--- config.mk ---
export PLATFORM = sky130hd
export DESIGN_NAME = local_ni_flat
export DESIGN_NICKNAME = d
export VERILOG_FILES = /design/src/rtl/local_ni_pkg.sv /design/src/rtl/local_ni_if.sv /design/src/rtl/local_ni_sync_fifo.sv /design/src/rtl/local_ni.sv /design/src/flat_wrapper.sv
export VERILOG_INCLUDE_DIRS = /design/src /design/src/rtl
export SDC_FILE = /design/constraint.sdc
export NUM_CORES = 1
export LEC_CHECK = 0
export CORE_MARGIN = 3
export CORE_UTILIZATION = 35
export CTS_BUF_LIST = sky130_fd_sc_hd__clkbuf_16
export DETAILED_ROUTE_END_ITERATION = 16
export PLACE_DENSITY = 0.54
export SETUP_SLACK_MARGIN = 0.5
export SYNTH_ARGS = -nofsm -noshare
export SYNTH_HDL_FRONTEND = slang
export SYNTH_SLANG_ARGS = --single-unit
--- constraint.sdc ---
create_clock -name clk -period 2.4 [get_ports clk]
set_input_delay 0.24 -clock clk [delete_from_list [all_inputs] [get_ports clk]]
set_output_delay 0.24 -clock clk [all_outputs]
set_load 0.03 [all_outputs]
--- src/rtl/global.vh ---
// Global flit geometry shared by the router and its network interfaces.
`ifndef GLOBAL_VH
`define GLOBAL_VH

`define CORD_WIDTH    2
`define CORD_X        1
`define CORD_Y        2

`define DST_WIDTH     4
`define SEQ_WIDTH     8
`define PAYLOAD_WIDTH 8
`define DATA_WIDTH    25

// Flit layout, MSB to LSB: {vld, dst, src, seq, payload}
`define VLD_POS       24
`define DST_POS       20
`define SRC_POS       16
`define SEQ_POS       8
`define PAYLOAD_POS   0

`endif

--- src/rtl/local_ni_pkg.sv ---
// Shared types, flit geometry and flit packing helper for the local NI.
`include "global.vh"

package local_ni_pkg;

   localparam int unsigned CordW      = `CORD_WIDTH;
   localparam int unsigned DefCordX   = `CORD_X;
   localparam int unsigned DefCordY   = `CORD_Y;
   localparam int unsigned DataW      = `DATA_WIDTH;
   localparam int unsigned DstW       = `DST_WIDTH;
   localparam int unsigned SeqW       = `SEQ_WIDTH;
   localparam int unsigned PayloadW   = `PAYLOAD_WIDTH;
   localparam int unsigned VldPos     = `VLD_POS;
   localparam int unsigned DstPos     = `DST_POS;
   localparam int unsigned SrcPos     = `SRC_POS;
   localparam int unsigned SeqPos     = `SEQ_POS;
   localparam int unsigned PayloadPos = `PAYLOAD_POS;

   // Injection queue entry: what the core supplies per packet
   typedef struct packed {
      logic [DstW-1:0]     dst;
      logic [PayloadW-1:0] payload;
   } inj_entry_t;

   // Ejection queue entry: what the core sees per received flit
   typedef struct packed {
      logic [DstW-1:0]     src;
      logic [SeqW-1:0]     seq;
      logic [PayloadW-1:0] payload;
   } ej_entry_t;

   // Build a valid flit from its fields
   function automatic logic [DataW-1:0] pack_flit(input logic [DstW-1:0]     dst,
                                                  input logic [DstW-1:0]     src,
                                                  input logic [SeqW-1:0]     seq,
                                                  input logic [PayloadW-1:0] payload);
      logic [DataW-1:0] f;
      f                          = '0;
      f[VldPos]                  = 1'b1;
      f[DstPos +: DstW]          = dst;
      f[SrcPos +: DstW]          = src;
      f[SeqPos +: SeqW]          = seq;
      f[PayloadPos +: PayloadW]  = payload;
      return f;
   endfunction

endpackage

--- src/rtl/local_ni_if.sv ---
// Core/router-facing signal bundle of the local NI.
interface local_ni_if;
   import local_ni_pkg::*;

   // TX (core -> router)
   logic                tx_valid;
   logic                tx_ready;
   logic [DstW-1:0]     tx_dst;
   logic [PayloadW-1:0] tx_payload;
   logic [DataW-1:0]    flit_inj;
   logic                inj_grant;
   logic                starve;

   // RX (router -> core)
   logic [DataW-1:0]    flit_ej;
   logic                rx_valid;
   logic                rx_ready;
   logic [DstW-1:0]     rx_src;
   logic [SeqW-1:0]     rx_seq;
   logic [PayloadW-1:0] rx_payload;
   logic [7:0]          drop_cnt;
   logic [7:0]          misroute_cnt;

   // NI side
   modport slave (
      input  tx_valid, tx_dst, tx_payload, inj_grant, flit_ej, rx_ready,
      output tx_ready, flit_inj, starve, rx_valid, rx_src, rx_seq, rx_payload,
             drop_cnt, misroute_cnt
   );

   // Core/router side
   modport master (
      output tx_valid, tx_dst, tx_payload, inj_grant, flit_ej, rx_ready,
      input  tx_ready, flit_inj, starve, rx_valid, rx_src, rx_seq, rx_payload,
             drop_cnt, misroute_cnt
   );
endinterface

--- src/rtl/local_ni_sync_fifo.sv ---
// Single-clock FIFO; a push into a full FIFO is taken only if a pop frees a slot
// in the same cycle.
module sync_fifo #(
   parameter int unsigned WIDTH = 8,
   parameter int unsigned DEPTH = 4
) (
   input  logic             clk,
   input  logic             n_rst,
   input  logic             push,
   input  logic             pop,
   input  logic [WIDTH-1:0] din,
   output logic [WIDTH-1:0] dout,
   output logic             full,
   output logic             empty
);

   localparam int unsigned PtrW = $clog2(DEPTH);

   logic [WIDTH-1:0] mem_q [DEPTH];
   logic [PtrW-1:0]  wr_q, wr_d, rd_q, rd_d;
   logic [PtrW:0]    cnt_q, cnt_d;
   logic             do_push, do_pop;

   // Status, effective push/pop and pointer/count next state
   always_comb begin
      full    = (cnt_q == (PtrW+1)'(DEPTH));
      empty   = (cnt_q == '0);
      do_pop  = pop && !empty;
      do_push = push && (!full || do_pop);
      wr_d    = wr_q;
      rd_d    = rd_q;
      cnt_d   = cnt_q;
      if (do_push) wr_d = wr_q + PtrW'(1);
      if (do_pop)  rd_d = rd_q + PtrW'(1);
      if (do_push && !do_pop)      cnt_d = cnt_q + (PtrW+1)'(1);
      else if (!do_push && do_pop) cnt_d = cnt_q - (PtrW+1)'(1);
      dout = mem_q[rd_q];
   end

   // Pointer and occupancy registers
   always_ff @(posedge clk) begin
      if (!n_rst) begin
         wr_q  <= '0;
         rd_q  <= '0;
         cnt_q <= '0;
      end else begin
         wr_q  <= wr_d;
         rd_q  <= rd_d;
         cnt_q <= cnt_d;
      end
   end

   // Storage; contents are don't-care while the pointers say empty
   always_ff @(posedge clk) begin
      if (do_push) mem_q[wr_q] <= din;
   end

endmodule

--- src/rtl/local_ni.sv ---
// Local network interface on router port 4: injection queue with grant/starve
// tracking, and an always-accepting ejection queue with drop/misroute counters.
module local_ni
   import local_ni_pkg::*;
#(
   parameter int unsigned CORD_X       = DefCordX,
   parameter int unsigned CORD_Y       = DefCordY,
   parameter int unsigned INJ_DEPTH    = 4,
   parameter int unsigned EJ_DEPTH     = 4,
   parameter int unsigned STARVE_LIMIT = 8
) (
   input logic       clk,
   input logic       n_rst,
   local_ni_if.slave bus
);

   localparam int unsigned    StarveW = $clog2(STARVE_LIMIT + 1);
   localparam logic [DstW-1:0] MyAddr = {CORD_X[CordW-1:0], CORD_Y[CordW-1:0]};

   inj_entry_t inj_din, inj_dout;
   logic       inj_push, inj_pop, inj_full, inj_empty, inj_accept;

   ej_entry_t  ej_din, ej_dout;
   logic       ej_push, ej_pop, ej_full, ej_empty, ej_vld, ej_hit;

   logic [SeqW-1:0]    seq_q, seq_d;
   logic [StarveW-1:0] starve_q, starve_d;
   logic [7:0]         drop_q, drop_d, misroute_q, misroute_d;

   sync_fifo #(
      .WIDTH ($bits(inj_entry_t)),
      .DEPTH (INJ_DEPTH)
   ) u_inj_fifo (
      .clk   (clk),
      .n_rst (n_rst),
      .push  (inj_push),
      .pop   (inj_pop),
      .din   (inj_din),
      .dout  (inj_dout),
      .full  (inj_full),
      .empty (inj_empty)
   );

   sync_fifo #(
      .WIDTH ($bits(ej_entry_t)),
      .DEPTH (EJ_DEPTH)
   ) u_ej_fifo (
      .clk   (clk),
      .n_rst (n_rst),
      .push  (ej_push),
      .pop   (ej_pop),
      .din   (ej_din),
      .dout  (ej_dout),
      .full  (ej_full),
      .empty (ej_empty)
   );

   // TX: enqueue from core, present head flit, sequence and starve tracking
   always_comb begin
      inj_din      = '{dst: bus.tx_dst, payload: bus.tx_payload};
      bus.tx_ready = !inj_full;
      // A same-cycle grant never makes room for a push into a full queue
      inj_push     = bus.tx_valid && !inj_full;
      inj_accept   = !inj_empty && bus.inj_grant;
      inj_pop      = inj_accept;

      seq_d = seq_q;
      if (inj_accept) seq_d = seq_q + 8'd1;

      starve_d = starve_q;
      if (inj_empty || inj_accept) begin
         starve_d = '0;
      end else if (starve_q != StarveW'(STARVE_LIMIT)) begin
         starve_d = starve_q + StarveW'(1);
      end

      bus.flit_inj = inj_empty ? '0 : pack_flit(inj_dout.dst, MyAddr, seq_q, inj_dout.payload);
      bus.starve   = (starve_q == StarveW'(STARVE_LIMIT));
   end

   // RX: classify ejected flit, enqueue or count it, expose head to core
   always_comb begin
      ej_vld  = bus.flit_ej[VldPos];
      ej_hit  = (bus.flit_ej[DstPos +: DstW] == MyAddr);
      ej_din  = '{src:     bus.flit_ej[SrcPos +: DstW],
                  seq:     bus.flit_ej[SeqPos +: SeqW],
                  payload: bus.flit_ej[PayloadPos +: PayloadW]};
      ej_pop  = !ej_empty && bus.rx_ready;
      // The router cannot be stalled, so a core pop this cycle frees room for the arrival
      ej_push = ej_vld && ej_hit && (!ej_full || ej_pop);

      drop_d = drop_q;
      if (ej_vld && ej_hit && !ej_push && drop_q != 8'hFF) drop_d = drop_q + 8'd1;

      misroute_d = misroute_q;
      if (ej_vld && !ej_hit && misroute_q != 8'hFF) misroute_d = misroute_q + 8'd1;

      bus.rx_valid     = !ej_empty;
      bus.rx_src       = ej_dout.src;
      bus.rx_seq       = ej_dout.seq;
      bus.rx_payload   = ej_dout.payload;
      bus.drop_cnt     = drop_q;
      bus.misroute_cnt = misroute_q;
   end

   // Sequence, starve and error counter registers
   always_ff @(posedge clk) begin
      if (!n_rst) begin
         seq_q      <= '0;
         starve_q   <= '0;
         drop_q     <= '0;
         misroute_q <= '0;
      end else begin
         seq_q      <= seq_d;
         starve_q   <= starve_d;
         drop_q     <= drop_d;
         misroute_q <= misroute_d;
      end
   end

endmodule

--- src/flat_wrapper.sv ---
// flat-port wrapper written by rule: the top's interface ports become plain ports
module local_ni_flat import local_ni_pkg::*;
#(
   parameter int unsigned CORD_X       = DefCordX,
   parameter int unsigned CORD_Y       = DefCordY,
   parameter int unsigned INJ_DEPTH    = 4,
   parameter int unsigned EJ_DEPTH     = 4,
   parameter int unsigned STARVE_LIMIT = 8
)
  (clk, n_rst, bus_tx_valid, bus_tx_dst, bus_tx_payload, bus_inj_grant, bus_flit_ej, bus_rx_ready, bus_tx_ready, bus_flit_inj, bus_starve, bus_rx_valid, bus_rx_src, bus_rx_seq, bus_rx_payload, bus_drop_cnt, bus_misroute_cnt);
  local_ni_if bus_i ();
  input logic clk;
  input logic n_rst;
  input wire logic [$bits(bus_i.tx_valid)-1:0] bus_tx_valid;
  input wire logic [$bits(bus_i.tx_dst)-1:0] bus_tx_dst;
  input wire logic [$bits(bus_i.tx_payload)-1:0] bus_tx_payload;
  input wire logic [$bits(bus_i.inj_grant)-1:0] bus_inj_grant;
  input wire logic [$bits(bus_i.flit_ej)-1:0] bus_flit_ej;
  input wire logic [$bits(bus_i.rx_ready)-1:0] bus_rx_ready;
  output wire logic [$bits(bus_i.tx_ready)-1:0] bus_tx_ready;
  output wire logic [$bits(bus_i.flit_inj)-1:0] bus_flit_inj;
  output wire logic [$bits(bus_i.starve)-1:0] bus_starve;
  output wire logic [$bits(bus_i.rx_valid)-1:0] bus_rx_valid;
  output wire logic [$bits(bus_i.rx_src)-1:0] bus_rx_src;
  output wire logic [$bits(bus_i.rx_seq)-1:0] bus_rx_seq;
  output wire logic [$bits(bus_i.rx_payload)-1:0] bus_rx_payload;
  output wire logic [$bits(bus_i.drop_cnt)-1:0] bus_drop_cnt;
  output wire logic [$bits(bus_i.misroute_cnt)-1:0] bus_misroute_cnt;
  assign bus_i.tx_valid = bus_tx_valid;
  assign bus_i.tx_dst = bus_tx_dst;
  assign bus_i.tx_payload = bus_tx_payload;
  assign bus_i.inj_grant = bus_inj_grant;
  assign bus_i.flit_ej = bus_flit_ej;
  assign bus_i.rx_ready = bus_rx_ready;
  assign bus_tx_ready = bus_i.tx_ready;
  assign bus_flit_inj = bus_i.flit_inj;
  assign bus_starve = bus_i.starve;
  assign bus_rx_valid = bus_i.rx_valid;
  assign bus_rx_src = bus_i.rx_src;
  assign bus_rx_seq = bus_i.rx_seq;
  assign bus_rx_payload = bus_i.rx_payload;
  assign bus_drop_cnt = bus_i.drop_cnt;
  assign bus_misroute_cnt = bus_i.misroute_cnt;
  local_ni #(.CORD_X(CORD_X), .CORD_Y(CORD_Y), .INJ_DEPTH(INJ_DEPTH), .EJ_DEPTH(EJ_DEPTH), .STARVE_LIMIT(STARVE_LIMIT)) u_core (.clk(clk), .n_rst(n_rst), .bus(bus_i));
endmodule
==> PnR_summary.wiki <==
{| class="wikitable"
! Metric !! Value
|-
| Status || finished clean
|-
| Buffers added on ports || 103
|-
| Number of buffers added to fix hold violations after cts || 0
|-
| Sequential cell area fraction in the yosys report || 0.680
|-
| Global Route Usage Sum || 0.140
|-
| Aggregate global routing overflow || 0
|-
| Global-route wire length before repair || 23500 µm
|-
| Final HPWL from detailed placement || 9230 µm
|-
| Warning count from the yosys run || 0
|-
| Minimum hold slack || 0.461 ns
|-
| Area share of the largest cell type after synthesis || 0.549
|-
| Final routed DRC violation total || 0
|-
| Cell depth of the worst flop-to-flop path || 8
|-
| Max Slew Vio Count || 0
|-
| Net load switching power || 2.95 mW
|-
| Root Buffer || sky130_fd_sc_hd__clkbuf_16
|-
| Count of endpoints failing hold in the final timing report || 0
|-
| Setup CP Type || reg2reg
|-
| Flip-flop and latch count after synthesis || 174
|-
| Pre-CTS setup slack || -0.0181 ns
|-
| Total power of the final layout || 9.76 mW
|-
| Share of final-layout standard cells stronger than drive strength 1 || 0.334
|-
| Sequential power share || 0.372
|-
| CTS clk-pin slew, worst paths || 0.07 ns
|-
| Fraction of power consumed by the clock network || 0.286
|-
| Die extent in y || 147 µm
|-
| Share of the clock period used by the worst path || 0.846
|-
| Largest buffer count on any clock path || 2
|-
| Maximum vdd drop || 0.549 mV
|-
| Count of unique library cells instantiated by Yosys || 47
|-
| Leakage power total || 3.32 nW
|-
| Routability-driven placement congestion ratio || 0.718
|-
| Number of antenna violations at the first check in global routing || 0
|-
| TritonCTS buffer count || 17
|-
| Synth area leaders || sky130_fd_sc_hd__edfxtp_1, sky130_fd_sc_hd__dfxtp_1, sky130_fd_sc_hd__mux4_2, sky130_fd_sc_hd__ha_1, sky130_fd_sc_hd__and2_1
|-
| Growth of design area from synthesis to finish || 37.4%
|-
| Worst endpoint required time || 2.74 ns
|-
| Number of flops mapped to enable cells by yosys || 128
|-
| Placeable core region || 19600 µm²
|-
| Post-layout worst setup margin || 0.370 ns
|-
| Number of top-level pins || 106
|-
| Number of antenna diodes || 0
|-
| Std cell rows || 51
|-
| Total power per unit cell area || 1010 nW/µm²
|-
| Setup slack of the most critical reg-to-reg path || 0.37 ns
|-
| Routed wire per std cell || 17.2 µm
|-
| Crit path capture type || register
|-
| Worst Hold Class || in2reg
|-
| Worst reg2reg endpoint || u_core.u_ej_fifo.cnt_q[2]
|-
| Share of async-settable or async-resettable flops after synthesis || 0
|-
| Hold Path Depth || 1
|-
| Number of global-route vias before repair || 4315
|-
| Clock latency at the later pin of the worst-skew pair || 0.42 ns
|-
| Element type at the critical path start || register
|-
| Routed via count divided by cell count || 4.80
|-
| Gate count after technology mapping || 436
|-
| Drt first-iter violations || 245
|-
| Post-synth top area cell || sky130_fd_sc_hd__edfxtp_1
|-
| Average instance area after synthesis || 16.1 µm²
|-
| Largest fanout on the critical path || 3
|-
| Setup crit end || u_core.u_ej_fifo.cnt_q[2]
|-
| Count of final setup violators || 0
|-
| Total Nets Final || 641
|-
| Max frequency || 492 MHz
|-
| TritonCTS Sinks || 174
|-
| RSZ-0062 raised after global routing || true
|-
| Seq. cell area || 4790 µm²
|-
| Switching power as a share of total power || 0.302
|-
| Clock tree from TritonCTS || built
|-
| Netlist Area Pre-Place || 7000 µm²
|-
| Critical Path AT || 2.37 ns
|-
| Setup clock skew after layout || 0.0108 ns
|-
| Util after Layout || 0.491
|-
| Leading cell type in the layout, fill and taps excluded || sky130_fd_sc_hd__edfxtp_1
|-
| First-pass iteration count of the detailed router || 4
|-
| WL final || 14800 µm
|-
| Count of maximum capacitance violations || 0
|-
| Die Outline Area || 21700 µm²
|-
| Die outline width || 147 µm
|-
| H-tree depth || 4
|-
| Commonest cells after routing, fill and taps aside || sky130_fd_sc_hd__edfxtp_1, sky130_fd_sc_hd__clkdlybuf4s50_1, sky130_fd_sc_hd__buf_6
|-
| CP startpoint || u_core.u_ej_fifo.cnt_q[0]
|-
| Min cycle time layout || 2.03 ns
|-
| Antenna-violating nets left || 0
|-
| Worst flop-to-flop path startpoint || u_core.u_ej_fifo.cnt_q[0]
|-
| Vias post-DR || 4131
|-
| Cell-internal power || 6.81 mW
|-
| Maximum number of pins on one net before global-route repair || 21
|-
| Logic gate share of total power || 0.342
|-
| Most common flop cell mapped by yosys || sky130_fd_sc_hd__edfxtp_1
|-
| Number of filler instances in the final layout || 1680
|-
| Area taken by multi-input logic gates || 2240 µm²
|-
| Effective utilization at floorplan || 0.357
|}
-- registers in the layout (all words and copies together), names as in the netlist, named ones only --
| register | flops |
|---|---|
| u_core.starve_q | 4 |
| u_core.u_inj_fifo.cnt_q | 3 |
| u_core.u_inj_fifo.wr_q | 2 |
| u_core.bus.misroute_cnt | 8 |
| u_core.u_inj_fifo.rd_q | 2 |
| u_core.seq_q | 8 |
| u_core.bus.drop_cnt | 8 |
| u_core.u_ej_fifo.wr_q | 2 |
| u_core.u_ej_fifo.cnt_q | 3 |
| u_core.u_ej_fifo.rd_q | 2 |
| u_core.u_ej_fifo.mem_q | 80 |
| u_core.u_inj_fifo.mem_q | 48 |
-- critical path, cell delays in order, from the launching register on --
cell and delay [ns]:
sky130_fd_sc_hd__dfxtp_4 0.36, sky130_fd_sc_hd__or3_4 0.39, sky130_fd_sc_hd__nand2_4 0.08, sky130_fd_sc_hd__ha_4 0.13, sky130_fd_sc_hd__inv_2 0.04, sky130_fd_sc_hd__fa_2 0.35
sky130_fd_sc_hd__xor2_1 0.16, sky130_fd_sc_hd__or3_1 0.31, sky130_fd_sc_hd__a21oi_1 0.13
-- power groups by stage --
stage	clock network (mW)	registers, mW	logic (mW)
4_1_cts	2.88	3.60	3.02
2_1_floorplan	0	3.63	1.68
6_report	2.79	3.63	3.34
3_5_place_dp	0	3.66	2.62
3_3_place_gp	0	3.64	2.59
5_1_grt	2.99	3.65	3.56
-- cell families after synthesis --
group | after synthesis | share of synthesized area
buffers and inverters | 29 | 0.0182
AOI/OAI and AO/OA | 35 | 0.0332
and+or+nand+nor | 121 | 0.0974
muxes | 37 | 0.110
DFF | 174 | 0.680
xor gates and xnor gates | 22 | 0.0275
other | 1 | 0.000536
adders and majority gates | 17 | 0.0325
-- layout make-up --
cell class              instances  area share
multi-input cells             234       0.233
inverters                      10     0.00390
clock buffers                  17      0.0442
clock inverters                15      0.0183
well taps                     265      0.0345
repair buffers                145       0.169
flip-flops and latches        174       0.498
-- through the flow --
stage	TNS [ns]	instance area, µm²	instances
floorplan	0	7080	437
global placement	0	8620	808
detailed placement	-0.0181	8620	808
CTS	0	9380	853
global route	0	9620	860
finish	0	9620	860
-- repair_timing --
action / CTS / global route
setup buffers: 9 / 5
gates resized for setup: 259 / 89
gates cloned: 4 / 2
pin swaps: 6 / 17
setup endpoints to repair: 50 / 49
-- worst min path at each step --
stage / end / startpoint / slack (ns)
after CTS: u_core.u_ej_fifo.mem_q[2][13] / bus_flit_ej[13] / 0.44
final: u_core.u_ej_fifo.mem_q[1][1] / bus_flit_ej[1] / 0.46
after global placement: u_core.seq_q[1] / u_core.seq_q[1] / 0.48
after global routing: u_core.u_ej_fifo.mem_q[1][17] / bus_flit_ej[17] / 0.45
after detailed placement: u_core.seq_q[1] / u_core.seq_q[1] / 0.49
after floorplan: u_core.u_ej_fifo.mem_q[0][0] / bus_flit_ej[0] / 0.34
-- synth_stat cells (all sizes together) (2+ instances only) --
cell / number
a31oi: 2
xor2: 15
or3: 9
dfxtp: 46
inv: 10
and3: 2
and4: 3
nand3b: 2
a21oi: 11
o211ai: 2
edfxtp: 128
xnor2: 7
mux4: 32
buf: 9
nand3: 16
nand4: 4
mux2i: 5
o31ai: 3
or4: 3
and2: 29
clkbuf: 10
nor2: 29
nand2: 13
ha: 15
o21ai: 11
nor3: 4
fa: 2
-- per-layer routing --
| layer | routed length [µm] | GRT usage |
|---|---|---|
| met1 | 6620 | 0.183 |
| met2 | 7550 | 0.232 |
| met3 | 474 | 0.0334 |
| met4 | 153 | 0.0503 |
| met5 | 0 | 0 |
Power figures use the tool's default switching activity.
